<file path="config.mk">
export PLATFORM = sky130hd
export DESIGN_NAME = reg_bank_arbiter
export DESIGN_NICKNAME = d
export VERILOG_FILES = /design/src/rtl/reg_bank_arbiter_pkg.sv /design/src/rtl/reg_bank_arbiter_rr_arbiter.sv /design/src/rtl/reg_bank_arbiter.sv
export SDC_FILE = /design/constraint.sdc
export NUM_CORES = 2
export LEC_CHECK = 0
export BUFFER_PORTS_ARGS = -buffer_cell sky130_fd_sc_hd__clkbuf_2
export CAP_MARGIN = 15
export CORE_MARGIN = 2
export CORE_UTILIZATION = 56
export DETAILED_ROUTE_END_ITERATION = 7
export PLACE_DENSITY = 0.88
export SYNTH_ARGS = -nofsm -noshare
export SYNTH_HDL_FRONTEND = slang
export SYNTH_SLANG_ARGS = --single-unit
</file>
<file path="constraint.sdc">
create_clock -name i_clk -period 33.2 [get_ports i_clk]
set_clock_uncertainty 0.1 [all_clocks]
set_input_delay 1.66 -clock i_clk [delete_from_list [all_inputs] [get_ports i_clk]]
set_output_delay 1.66 -clock i_clk [all_outputs]
set_load 0.005 [all_outputs]
</file>
<file path="src/rtl/reg_bank_arbiter_pkg.sv">
// Shared defaults and op encoding for the arbitrated register bank.
// Imported by the round-robin arbiter and the bank top level.
package reg_bank_arbiter_pkg;

    localparam int DEF_N_REQ   = 4;
    localparam int DEF_BW_DATA = 32;
    localparam int DEF_BW_ADDR = 5;
    localparam int DEF_BW_ID   = 2;

    localparam logic OP_RD = 1'b0;
    localparam logic OP_WR = 1'b1;

endpackage

</file>
<file path="src/rtl/reg_bank_arbiter_rr_arbiter.sv">
// Round-robin arbiter: rotating priority pointer plus masked priority search.
// Grant is combinational; the pointer advances past the winner on every grant.
module rr_arbiter
    import reg_bank_arbiter_pkg::*;
#(
    parameter int N = DEF_N_REQ
)
(
    input  logic         i_clk,
    input  logic         i_rst,
    input  logic [N-1:0] i_req,
    output logic [N-1:0] o_gnt
);

    localparam int PW = $clog2(N);

    logic [PW-1:0] ptr;
    logic [PW-1:0] ptr_next;
    logic [PW-1:0] win_idx;
    logic [N-1:0]  upper_mask;
    logic [N-1:0]  masked_req;
    logic [N-1:0]  pick;
    logic          any_req;

    // Requests at or above the pointer take priority; if none, fall back to the full set (wrap).
    always_comb begin
        upper_mask = '0;
        for (int i = 0; i < N; i++) begin
            upper_mask[i] = (PW'(i) >= ptr);
        end
        masked_req = i_req & upper_mask;
        pick       = (|masked_req) ? masked_req : i_req;
        o_gnt      = pick & (~pick + N'(1));
        any_req    = |i_req;
    end

    always_comb begin
        win_idx = '0;
        for (int i = 0; i < N; i++) begin
            if (o_gnt[i]) begin
                win_idx = PW'(i);
            end
        end
    end

    assign ptr_next = any_req ? (win_idx + PW'(1)) : ptr;

    always_ff @(posedge i_clk or posedge i_rst) begin
        if (i_rst) begin
            ptr <= '0;
        end else begin
            ptr <= ptr_next;
        end
    end

endmodule

</file>
<file path="src/rtl/reg_bank_arbiter.sv">
// Flop-based register bank shared by N_REQ requesters through a round-robin arbiter.
// One access per cycle; reads return one cycle after accept, tagged with the requester ID.
module reg_bank_arbiter
    import reg_bank_arbiter_pkg::*;
#(
    parameter int N_REQ   = DEF_N_REQ,
    parameter int BW_DATA = DEF_BW_DATA,
    parameter int BW_ADDR = DEF_BW_ADDR,
    parameter int BW_ID   = DEF_BW_ID
)
(
    input  logic                       i_clk,
    input  logic                       i_rst,
    input  logic [N_REQ-1:0]           i_req,
    input  logic [N_REQ-1:0]           i_wen,
    input  logic [N_REQ*BW_ADDR-1:0]   i_addr,
    input  logic [N_REQ*BW_DATA-1:0]   i_wdata,
    output logic [N_REQ-1:0]           o_gnt,
    output logic                       o_rvalid,
    output logic [BW_ID-1:0]           o_rid,
    output logic [BW_DATA-1:0]         o_rdata
);

    localparam int DEPTH = 1 << BW_ADDR;

    logic [N_REQ-1:0]   gnt;
    logic               gnt_any;
    logic [BW_ID-1:0]   gnt_id;
    logic               sel_wen;
    logic [BW_ADDR-1:0] sel_addr;
    logic [BW_DATA-1:0] sel_wdata;
    logic               rd_accept;
    logic               wr_accept;

    logic [BW_DATA-1:0] bank [DEPTH];

    rr_arbiter #(
        .N (N_REQ)
    ) u_arb (
        .i_clk (i_clk),
        .i_rst (i_rst),
        .i_req (i_req),
        .o_gnt (gnt)
    );

    assign o_gnt   = gnt;
    assign gnt_any = |gnt;

    // Grant is one-hot, so OR-ing the selected lanes is a plain mux.
    always_comb begin
        gnt_id    = '0;
        sel_wen   = 1'b0;
        sel_addr  = '0;
        sel_wdata = '0;
        for (int k = 0; k < N_REQ; k++) begin
            if (gnt[k]) begin
                gnt_id    = BW_ID'(k);
                sel_wen   = i_wen[k];
                sel_addr  = i_addr[k*BW_ADDR +: BW_ADDR];
                sel_wdata = i_wdata[k*BW_DATA +: BW_DATA];
            end
        end
    end

    assign rd_accept = gnt_any && (sel_wen == OP_RD);
    assign wr_accept = gnt_any && (sel_wen == OP_WR);

    always_ff @(posedge i_clk or posedge i_rst) begin
        if (i_rst) begin
            for (int w = 0; w < DEPTH; w++) begin
                bank[w] <= '0;
            end
        end else if (wr_accept) begin
            bank[sel_addr] <= sel_wdata;
        end
    end

    // rdata/rid hold their last read value so writes never disturb the response port.
    always_ff @(posedge i_clk or posedge i_rst) begin
        if (i_rst) begin
            o_rvalid <= 1'b0;
            o_rid    <= '0;
            o_rdata  <= '0;
        end else begin
            o_rvalid <= rd_accept;
            if (rd_accept) begin
                o_rid   <= gnt_id;
                o_rdata <= bank[sel_addr];
            end
        end
    end

endmodule

</file>
# [Word level (Yosys, flattened, before mapping)]
# Index checks and enable logic that the tools add are counted.
[op_classes] n_addsub=2 n_lt_le_gt_ge=6 mux=22 bitwise=5 reduce_logical=6
[op_table] cell="$bwmux 1024" count=1
[op_table] cell="$mux 32" count=7
[op_table] cell="$bmux 32 s5" count=1
[op_table] cell="$demux 32 s5" count=1
[op_table] cell="$mux 5" count=4
[op_table] cell="$reduce_or 4->1" count=3
[op_table] cell="$and 4x4->4" count=2
[op_table] cell="$ge 6x6->1 const B" count=1
[op_table] cell="$lt 6x1->1 const B" count=1
[op_table] cell="$not 5->6" count=1
[op_table] cell="$mux 1" count=5
[op_table] cell="$add 4x1->4 const B" count=1
[op_table] cell="$ge 1x2->1 const A" count=2
[op_table] cell="$ge 2x2->1 const A" count=2
[op_table] cell="$mux 2" count=2
[op_table] cell="$mux 4" count=1
[op_table] cell="$not 4->4" count=1
[op_table] cell="$logic_and 1x1->1" count=3
[op_table] cell="$add 2x1->2 const B" count=1
[op_table] cell="$not 1->1" count=1
[word_totals] register_bits=1061 inputBits=158 wordCells=77

# [Depth between registers and ports, before layout]
[logic_depth] word_depth=17 mapped_depth=15

# [Cells and area by module]
# From an unflattened synthesis, not the netlist that was laid out.
[hier_totals] cells_unflattened=4905 hier_area_um2=46856.2
[by_module_without_submodules] mod="reg_bank_arbiter" instances=1 cells_each=4868 area_per_inst_um2=46600.9
[by_module_without_submodules] mod="rr_arbiter" instances=1 cells_each=37 area_per_inst_um2=255.2

# [Least setup slack after synthesis]
# OpenSTA, ideal clock, no wires.
[synth_timing] path_type="input to output" startpoint="input i_req[3]" endpoint="output o_gnt[2]" t_arrival_ps=2821 t_required_ps=31440 path_slack_ps=28619 cell_stages=6 n_path_buf=2 path_cell_list="buf_2 -> or2_4 -> a21oi_1 -> nor2_1 -> nor2_1 -> clkbuf_1"
[synth_via] elab_chain_len=6
[synth_rtl] item="start: declaration" line_no="reg_bank_arbiter.sv:14" source="input logic [N_REQ-1:0] i_req,"
[synth_rtl] item="$and 4x4->4 (*)" line_no="reg_bank_arbiter_rr_arbiter.sv:31" source="masked_req = i_req & upper_mask;"
[synth_rtl] item="$reduce_or 4->1 (*)" line_no="reg_bank_arbiter_rr_arbiter.sv:32" source="pick = (|masked_req) ? masked_req : i_req;"
[synth_rtl] item="$mux 4 (*)" line_no="reg_bank_arbiter_rr_arbiter.sv:32"
[synth_rtl] item="$not 4->4" line_no="reg_bank_arbiter_rr_arbiter.sv:33" source="o_gnt = pick & (~pick + N'(1));"
[synth_rtl] item="$add 4x1->4" line_no="reg_bank_arbiter_rr_arbiter.sv:33"
[synth_rtl] item="$and 4x4->4 (*)" line_no="reg_bank_arbiter_rr_arbiter.sv:33"
[synth_rtl] item="end: declaration" line_no="reg_bank_arbiter.sv:18" source="output logic [N_REQ-1:0] o_gnt,"
# Mark *: on every way between the ends. The rest lies on a longest branch, timed or not.

# [Worst setup path in the final report]
[layout_timing] startpoint="input i_req[2]" endpoint="register o_rdata[22]"
[layout_via] elab_chain_len=14 elab_cells_between_ends=21
[layout_rtl] item="$and 4x4->4" line_no="reg_bank_arbiter_rr_arbiter.sv:31"
[layout_rtl] item="$reduce_or 4->1" line_no="reg_bank_arbiter_rr_arbiter.sv:32"
[layout_rtl] item="$mux 4 (*)" line_no="reg_bank_arbiter_rr_arbiter.sv:32"
[layout_rtl] item="$not 4->4" line_no="reg_bank_arbiter_rr_arbiter.sv:33"
[layout_rtl] item="$add 4x1->4" line_no="reg_bank_arbiter_rr_arbiter.sv:33"
[layout_rtl] item="$and 4x4->4 (*)" line_no="reg_bank_arbiter_rr_arbiter.sv:33"
[layout_rtl] item="$mux 5 (4 in a row)" line_no="reg_bank_arbiter.sv:56" source="if (gnt[k]) begin"
[layout_rtl] item="$not 5->6 (not written as such)" line_no="reg_bank_arbiter.sv:88" source="o_rdata <= bank[sel_addr];"
[layout_rtl] item="$bmux 32 s5" line_no="reg_bank_arbiter.sv:88"
[layout_rtl] item="$mux 32 (not written as such) (2 in a row)" line_no="reg_bank_arbiter.sv:88"
[layout_rtl] item="end signal: assignment" line_no="reg_bank_arbiter.sv:88"
[layout_rtl] item="end: declaration" line_no="reg_bank_arbiter.sv:21" source="output logic [BW_DATA-1:0] o_rdata"
# Mark *: on every way between the ends. The rest lies on a longest branch, timed or not. The select of a mux whose other input is x is not followed.
# A chain may end at the register's enable or synchronous reset.

==> impl_metrics.yaml <==
outcome:
  status: "complete, but fails checks"
  failed_checks: "DRC"
yosys:
  yosysTopAreaCellShare_pct: 56.42
  yosys_warnings: 0
  ys_top_cells_by_count: "nand2_1 (1,660), dfrtp_1 (1,061), o21ai_0 (1,051)"
  async_reset_ff_share_pct: 100.0
  synth_top_area_cell: "dfrtp_1"
  syn_area_um2: 47060
  synthFlopType: "dfrtp_1"
  synth_most_common_cell: "nand2_1"
  yosys-top-cells-area: "dfrtp_1 (56%), nand2_1 (13%), o21ai_0 (11%)"
  ys_seq_area_share_pct: 56.42
  synth.distinct_cells: 67
  synth_edf_count: 0
  syn_inst: 5226
  syn_nets: 5384
  synth.avg_cell_area_um2: 9.005
  ys_ff_latch: 1061
global_route:
  grt_use_total_pct: 36.14
  grt_pass1_vias: 40880
  gr-total-overflow: 0
  antenna_found_initial: 5
  grt_pass1_wl_mm: 237.8
  grt_max_degree: 184
floorplanning:
  rows: 106
  ios: 197
  core_um2: 83420
  die_h_um: 293.9
  initial_core_util_pct: 56.41
  dieArea_um2: 86370
  die_w_um: 293.9
sta:
  setup_tns_ns: 0
  rsz0062_at_grt: "false"
  fmax_ghz: 0.1347
  final-setup-viol-count: 0
  relSlewSlack_pct: 17.82
  period_needed_ns: 7.425
  slew_violations: 0
  final_min_period_over_clock_period_pct: 22.36
  hold_viol: 0
  fin_ws_ns: 25.78
  worst_pin_slew_ns: 1.228
route:
  drtIter0Drc: 6267
  via_per_inst: 6.573
  wirelength_mm: 156.1
  dr.pass1.iters: 8
  wl_per_cell_um: 24.65
  num_vias: 41630
  drc: 22
  drtAntennaViolNets: 0
clock_tree:
  cts_made_buffers: 102
  cts_resized: 0
  clock_sinks: 1061
  clockBufferDepth: 3
  path_clk_slew_ns: 0.06
  cts_tree: "built"
  cts_setup_buffers: 0
  root_buffer: "clkbuf_16"
  cts_max_level: 3
  ctsHoldBuffers: 0
  clock_latency_ns: 0.69
power_and_ir_drop:
  p_leak_nw: 24.01
  ir_drop_uv: 78.31
  powerDensity_nw_per_um2: 101.6
  finalPower_mw: 5.298
cells_and_area:
  n_fill_cell: 6171
  final_area_um2: 52160
  multi_input_area_um2: 18850
  regArea_um2: 26550
  drive_gt1_share_pct: 10.71
  syn_to_final_growth_pct: 10.84
  fin_cells: 6334
  nets: 5331
place:
  io_buffer_count: 196
  gp_congestion: 0.8855
  pre_cts_ws_ns: 25.21
  hpwl_mm: 87.76
  post-place-cells: 6147
  placed_area_um2: 48670
critical_path:
  r2r_cells: 13
  worstPathRequired_ns: 33.65
  cp.arrival_ns: 7.87
  worstSetupStartpointType: "primary input"
  r2r_setup_slack_ns: 26.43
  crit_fanout: 125
  endpoint_kind: "register"
  crit_type: "primary input to register"
min_path:
  holdPathStages: 2
  hp-class: "register to register"
run:
  maxCapViolCount: 0
[worst max-delay path, stage by stage]
cell       delay [ns]
clkbuf_2         0.27
a2bb2oi_1        0.30
o32ai_4          0.11
buf_4            0.27
a22oi_2          0.27
a31o_4           0.74
buf_4            0.73
buf_12           0.57
buf_4            0.77
buf_4            0.91
mux2i_1          0.27
o22ai_1          0.09
a2111oi_0        0.49
a31oi_1          0.15
[layout make-up]
| cell class | instances | area share, % |
|---|---|---|
| tap | 1080 | 2.591 |
| clock buffer | 149 | 5.675 |
| timing repair buffer | 309 | 3.663 |
| clock inverter | 31 | 0.9139 |
| multi-input combinational | 3688 | 36.14 |
| sequential | 1061 | 50.90 |
| antenna | 5 | 0.02399 |
| inverter | 11 | 0.09355 |
[metal layers]
| layer | part of all wire [%] | vias to the layer above | track usage (%) |
|---|---|---|---|
| li1 | - | 17760 | - |
| met1 | 35 | 19860 | 45.25 |
| met4 | 8.4 | 6 | 24.34 |
| met5 | 0.033 | - | 0 |
| met3 | 14 | 948 | 12.18 |
| met2 | 43 | 3060 | 53.36 |
[metrics by stage]
| stage | util (%) | hold WS [ns] |
|---|---|---|
| after floorplan | - | 0.3492 |
| after global placement | 58.32 | 0.3600 |
| after detailed placement | 58.34 | 0.3693 |
| after CTS | 62.46 | 0.3823 |
| after global routing | 62.51 | 0.3956 |
| final | 62.53 | 0.3779 |
[kinds of logic after synthesis]
kind of cell           share of synthesized area, %
multiplexers                                  4.935
flip-flops                                    56.42
buffers and inverters                         4.150
AND/OR/NAND/NOR                               16.92
AO/OA/AOI/OAI                                 17.57
[power by group]
| group | switching [mW] | internal, mW | total [mW] |
|---|---|---|---|
| registers | 0.302 | 1.81 | 2.11 |
| clock network | 0.511 | 0.696 | 1.21 |
| logic | 1.38 | 0.596 | 1.98 |
[path summary, 6_finish.rpt]
check	end	start
max	o_rdata[22]$_DFFE_PP0P_	i_req[2]
min	bank[270]$_DFFE_PP0P_	bank[270]$_DFFE_PP0P_
max reg2reg	o_rdata[22]$_DFFE_PP0P_	u_arb.ptr[1]$_DFFE_PP0P_
min reg2reg	bank[270]$_DFFE_PP0P_	bank[270]$_DFFE_PP0P_
max in group asynchronous	bank[717]$_DFFE_PP0P_	i_rst
min in group asynchronous	bank[544]$_DFFE_PP0P_	i_rst
[sequential cells by signal, summed over array words and instances (netlist names)]
register and cells:
bank 1024, u_arb.ptr 2, o_rid 2, o_rdata 32
o_rvalid 1
[layout by cell type, fill, tap and decap left out, drive strengths merged, types with 22 or more instances in the layout]
master	Yosys	layout
a21oi	99	99
a222oi	32	32
a311oi	30	30
a31oi	49	49
and3	59	59
buf	105	113
clkbuf	361	345
dfrtp	1061	1061
mux2i	232	232
nand2	1663	1663
nand3	135	135
nor2	44	44
nor3	22	22
nor4	31	31
o21ai	1068	1068
o22ai	99	99
Note: power is estimated with default switching activity, not from simulation.
